File: src/rtl/ps2_kbd_rx.sv
// PS/2 keyboard receiver: synchronises and filters the PS/2 lines, frames and checks bytes,
// and folds make/break/extended prefixes into the 11-bit toggle-based ps2_key event word.
module ps2_kbd_rx #(
  parameter int FILTER  = 8,
  parameter int TIMEOUT = 49152
) (
  input  logic        clk_sys,
  input  logic        RESET,
  input  logic        ps2_clk,
  input  logic        ps2_data,
  output logic [10:0] ps2_key,
  output logic        frame_err,
  output logic        busy
);

  localparam int FCW = $clog2(FILTER + 1);
  localparam int TCW = $clog2(TIMEOUT + 1);

  localparam logic [1:0] ST_IDLE   = 2'd0;
  localparam logic [1:0] ST_DATA   = 2'd1;
  localparam logic [1:0] ST_PARITY = 2'd2;
  localparam logic [1:0] ST_STOP   = 2'd3;

  logic           clk_s1_q, clk_s1_d, clk_s2_q, clk_s2_d;
  logic           dat_s1_q, dat_s1_d, dat_s2_q, dat_s2_d;
  logic           filt_q, filt_d;
  logic [FCW-1:0] filt_cnt_q, filt_cnt_d;
  logic           fall;
  logic [1:0]     state_q, state_d;
  logic [2:0]     bit_cnt_q, bit_cnt_d;
  logic [7:0]     shift_q, shift_d;
  logic           par_q, par_d;
  logic [TCW-1:0] to_cnt_q, to_cnt_d;
  logic           byte_vld_q, byte_vld_d;
  logic           frame_err_q, frame_err_d;
  logic           ext_q, ext_d, brk_q, brk_d;
  logic [2:0]     skip_q, skip_d;
  logic [10:0]    key_q, key_d;

  // Line synchronisers and glitch filter; fall strobes in the cycle before filt_q drops.
  // NOTE: every always_comb output gets a default first so no path can infer a latch.
  always_comb begin
    clk_s1_d   = ps2_clk;
    clk_s2_d   = clk_s1_q;
    dat_s1_d   = ps2_data;
    dat_s2_d   = dat_s1_q;
    filt_d     = filt_q;
    filt_cnt_d = '0;
    if (clk_s2_q != filt_q) begin
      if (filt_cnt_q == FCW'(FILTER - 1)) filt_d = clk_s2_q;
      else                                filt_cnt_d = filt_cnt_q + 1'b1;
    end
    fall = filt_q & ~filt_d;
  end

  always_comb begin
    state_d     = state_q;
    bit_cnt_d   = bit_cnt_q;
    shift_d     = shift_q;
    par_d       = par_q;
    byte_vld_d  = 1'b0;
    frame_err_d = 1'b0;
    to_cnt_d    = (state_q == ST_IDLE || fall) ? '0 : to_cnt_q + 1'b1;

    if (fall) begin
      unique case (state_q)
        ST_IDLE: begin
          if (!dat_s2_q) begin
            state_d   = ST_DATA;
            bit_cnt_d = '0;
          end
        end
        ST_DATA: begin
          shift_d   = {dat_s2_q, shift_q[7:1]};
          bit_cnt_d = bit_cnt_q + 1'b1;
          if (bit_cnt_q == 3'd7) state_d = ST_PARITY;
        end
        ST_PARITY: begin
          par_d   = dat_s2_q;
          state_d = ST_STOP;
        end
        ST_STOP: begin
          if (dat_s2_q && (^{shift_q, par_q})) byte_vld_d  = 1'b1;
          else                                 frame_err_d = 1'b1;
          state_d = ST_IDLE;
        end
        default: state_d = ST_IDLE;
      endcase
    end else if (state_q != ST_IDLE && to_cnt_q == TCW'(TIMEOUT - 1)) begin
      state_d     = ST_IDLE;
      frame_err_d = 1'b1;
    end
  end

  // Byte decode runs one cycle after a good stop bit; E1 swallows the rest of Pause.
  always_comb begin
    ext_d  = ext_q;
    brk_d  = brk_q;
    skip_d = skip_q;
    key_d  = key_q;
    if (frame_err_d) begin
      ext_d  = 1'b0;
      brk_d  = 1'b0;
      skip_d = '0;
    end else if (byte_vld_q) begin
      if (skip_q != 3'd0) begin
        skip_d = skip_q - 1'b1;
      end else begin
        unique case (shift_q)
          8'hE1: skip_d = 3'd7;
          8'hE0: ext_d  = 1'b1;
          8'hF0: brk_d  = 1'b1;
          8'hFA, 8'hAA, 8'hEE, 8'hFE, 8'h00, 8'hFF: begin
          end
          default: begin
            key_d = {~key_q[10], ~brk_q, ext_q, shift_q};
            ext_d = 1'b0;
            brk_d = 1'b0;
          end
        endcase
      end
    end
  end

  // NOTE: state is updated only with non-blocking assignments so every flop samples pre-edge values.
  always_ff @(posedge clk_sys) begin
    if (RESET) begin
      clk_s1_q    <= 1'b1;
      clk_s2_q    <= 1'b1;
      dat_s1_q    <= 1'b1;
      dat_s2_q    <= 1'b1;
      filt_q      <= 1'b1;
      filt_cnt_q  <= '0;
      state_q     <= ST_IDLE;
      bit_cnt_q   <= '0;
      shift_q     <= '0;
      par_q       <= 1'b0;
      to_cnt_q    <= '0;
      byte_vld_q  <= 1'b0;
      frame_err_q <= 1'b0;
      ext_q       <= 1'b0;
      brk_q       <= 1'b0;
      skip_q      <= '0;
      key_q       <= '0;
    end else begin
      clk_s1_q    <= clk_s1_d;
      clk_s2_q    <= clk_s2_d;
      dat_s1_q    <= dat_s1_d;
      dat_s2_q    <= dat_s2_d;
      filt_q      <= filt_d;
      filt_cnt_q  <= filt_cnt_d;
      state_q     <= state_d;
      bit_cnt_q   <= bit_cnt_d;
      shift_q     <= shift_d;
      par_q       <= par_d;
      to_cnt_q    <= to_cnt_d;
      byte_vld_q  <= byte_vld_d;
      frame_err_q <= frame_err_d;
      ext_q       <= ext_d;
      brk_q       <= brk_d;
      skip_q      <= skip_d;
      key_q       <= key_d;
    end
  end

  assign ps2_key   = key_q;
  assign frame_err = frame_err_q;
  assign busy      = (state_q != ST_IDLE);

endmodule
File: config.mk
export PLATFORM = sky130hd
export DESIGN_NAME = ps2_kbd_rx
export DESIGN_NICKNAME = d
export VERILOG_FILES = /design/src/rtl/ps2_kbd_rx.sv
export SDC_FILE = /design/constraint.sdc
export NUM_CORES = 1
export LEC_CHECK = 0
export ABC_AREA = 1
export ABC_CLOCK_PERIOD_IN_PS = 2000
export BUFFER_PORTS_ARGS = -buffer_cell sky130_fd_sc_hd__buf_4
export CAP_MARGIN = 10
export CORE_MARGIN = 5
export CORE_UTILIZATION = 45
export DETAILED_ROUTE_END_ITERATION = 10
export PLACE_DENSITY = 0.64
export SETUP_SLACK_MARGIN = 0.05
export SYNTH_ARGS = -nofsm -noshare
export SYNTH_HDL_FRONTEND = slang
export SYNTH_SLANG_ARGS = --single-unit
File: constraint.sdc
create_clock -name clk_sys -period 2 [get_ports clk_sys]
set_clock_uncertainty 0.05 [all_clocks]
set_input_delay 0.4 -clock clk_sys [delete_from_list [all_inputs] [get_ports clk_sys]]
set_output_delay 0.4 -clock clk_sys [all_outputs]
set_load 0.02 [all_outputs]
==> impl_metrics.csv <==
group,metric,value,unit
run_status,status,"finished, final reports clean",
job,drv_cap,0,
hold_path,min_path_type,"input pin to register",
clocking,cts_tree,"yes",
global_routing,track_usage,15.3,%
final_layout,diodes,0,
route,ant_nets,0,
route,dr_total_vias,2391,
worst_setup_path,path_class,"register to register",
synthesis,synth_area_per_cell,7.10,um^2
final_layout,nets,437,
die,die_area,7970,um^2
synthesis,netlist_instances,398,
timing,tightest_slew,0.384,ns
timing,setup_viol,0,
power,power,2500,uW
die,initial_core_util,46.9,%
route,detail_route.wl_per_cell,11.0,um
placed_design,dp_hpwl,3900,um
route,dr.pass1.iters,4,
timing,hold_viol_final,0,
synthesis,yosys_warnings,0,
global_routing,grt_max_degree,22,
worst_setup_path,rr_worst_depth,9,
synthesis,syn_area,2830,um^2
clocking,clkTransAtPathRegs,0.07,ns
worst_setup_path,startpoint_type,"register",
synthesis,synth-seq-area-share,40.4,%
timing,finalCriticalPeriod,1.83,ns
worst_setup_path,cp_data_required_time,2.21,ns
clocking,htreeDepth,3,
die,ios,17,
clocking,cts_buffers,9,
die,dieWidth,89.3,um
timing,rsz0062_at_grt,"true",
die,core.rowCount,28,
power,ir_worst_vdd,443,uV
timing,setup_tns,0,ns
timing,slew_violations,0,
worst_setup_path,end_kind,"register",
global_routing,overflow,0,
route,drtIter0Drc,154,
global_routing,grt_pass1_vias,2207,
synthesis,ys_ff_latch,57,
timing,period_share,91.6,%
final_layout,final_common_cell,"nand2_1",
die,die_h,89.3,um
global_routing,grt_pass1_wl,9380,um
placed_design,portBuffers,16,
route,routed_wl,5520,um
synthesis,synth_nets,412,
clocking,insertion_delay,0.33,ns
route,drc,0,
worst_setup_path,crit_fanout,3,
worst_setup_path,critPathArrivalTime,2.04,ns
clocking,root_buffer,"clkbuf_8",
timing,max_freq,546,MHz
final_layout,area_delta_synth_final,18.7,%
final_layout,final_cell_mix,"71 x nand2_1, 60 x inv_1, 51 x dfxtp_1",
global_routing,antenna_found_initial,0,
final_layout,final_layout_size_suffix_gt1_share,22.2,%
power,cellLeakagePower,0.00139,uW
timing,max_slew_margin,74.4,%
clocking,postCtsHoldBufs,0,
hold_path,whs_path_depth,2,
worst_setup_path,rrSetupSlack,0.17,ns
synthesis,ys_types,31,
route,routed_via_density,4.75,
clocking,clkSinkCount,57,
clocking,clock_path_buffers,2,
power,power_density,744,nW/um^2
die,core,6030,um^2
placed_design,gp_congestion,0.864,
metrics by stage:
| step | instance area, um^2 | instances | worst slack [ns] | hold slack (ns) | util, % |
|---|---|---|---|---|---|
| 4_1_cts | 3270 | 500 | 0.0295 | 0.180 | 54.2 |
| 5_1_grt | 3360 | 503 | -0.00912 | 0.180 | 55.7 |
| 3_3_place_gp | 3020 | 484 | 0.0744 | 0.342 | 50.1 |
| 3_5_place_dp | 3020 | 484 | -0.00315 | 0.344 | 50.1 |
| 6_report | 3360 | 503 | 0.169 | 0.197 | 55.7 |
| 2_1_floorplan | 2830 | 398 | 0.289 | 0.339 | - |
worst paths after layout:
| kind | to | startpoint |
|---|---|---|
| setup / recovery | to_cnt_q[14] | to_cnt_q[0] |
| hold / removal | clk_s1_q | ps2_clk |
| setup reg to reg | to_cnt_q[14] | to_cnt_q[0] |
| hold reg to reg | clk_s2_q | clk_s1_q |
timing repair:
action,4_1_cts,5_1_grt
gates resized for setup,1,23
endpoints found under the hold margin,0,0
gates cloned,0,1
endpoints found under the setup margin,11,32
pin swaps,0,4
setup buffers,0,2
per-layer routing:
| metal | up-vias | GRT usage [%] | share of wire, % |
|---|---|---|---|
| met5 | - | 0 | 0 |
| met1 | 1043 | 18.8 | 49 |
| met3 | 8 | 4.88 | 3.5 |
| met2 | 34 | 24.0 | 46 |
| li1 | 1306 | - | - |
| met4 | 0 | 7.85 | 1.8 |
cell families after synthesis:
group	Yosys count	synth area share, %
xor gates and xnor gates	6	1.86
DFF	57	40.4
buffers and inverters	79	11.5
adders and majority gates	10	4.43
AOI/OAI and AO/OA	55	10.2
and+or+nand+nor	191	31.7
cell type report:
type                            instances  area (um^2)
Timing Repair Buffer                   24          188
Multi-Input combinational cell        263         1430
Clock inverter                          6          105
Fill cell                             569         2670
Sequential cell                        57         1150
Tap cell                               75         93.8
Clock buffer                           10          138
Inverter                               68          255
power breakdown:
part | internal [uW] | switching, uW | total (uW)
clock | 855 | 465 | 1320
combinational | 14.5 | 21.8 | 36.2
sequential | 1140 | 2.41 | 1140
total | 2010 | 490 | 2500
flip-flops by register name (all words and copies together) (netlist names):
register    count
ext_q           1
brk_q           1
filt_q          1
state_q         2
filt_cnt_q      4
par_q           1
shift_q         8
bit_cnt_q       3
clk_s1_q        1
dat_s2_q        1
skip_q          3
to_cnt_q       16
dat_s1_q        1
clk_s2_q        1
ps2_key        11
frame_err       1
byte_vld_q      1
synth_stat cells:
cell / instances / area (um^2)
nor4_1: 2 / 12.5
nor3b_1: 1 / 7.51
xor2_1: 3 / 26.3
nand3_1: 16 / 80.1
a21oi_1: 28 / 140
clkinv_1: 1 / 3.75
or3_1: 1 / 6.26
nor3_1: 5 / 25.0
nor2_1: 48 / 180
nand4_1: 14 / 87.6
nand3_2: 3 / 30.0
o21bai_1: 1 / 7.51
nand2_1: 74 / 278
o21a_1: 4 / 30.0
nor2_2: 5 / 31.3
o21ai_1: 2 / 10.0
buf_6: 2 / 22.5
inv_1: 60 / 225
clkbuf_2: 1 / 5.00
xnor2_1: 3 / 26.3
nor3_4: 1 / 16.3
inv_2: 7 / 26.3
dfxtp_1: 57 / 1140
nand2_2: 14 / 87.6
ha_1: 10 / 125
clkbuf_1: 3 / 11.3
or2_2: 5 / 31.3
nor2_4: 2 / 22.5
o21ai_0: 20 / 100
buf_4: 2 / 15.0
buf_2: 3 / 15.0
critical path: stages, from the launching register on:
cell and delay, ns:
dfxtp_2 0.34, ha_2 0.19, nand3_2 0.10, nor2_2 0.11, nand4_1 0.17, nor2_4 0.19
buf_4 0.14, inv_1 0.04, or3_1 0.30, a21oi_1 0.13
Note: power is estimated with default switching activity, not from simulation.
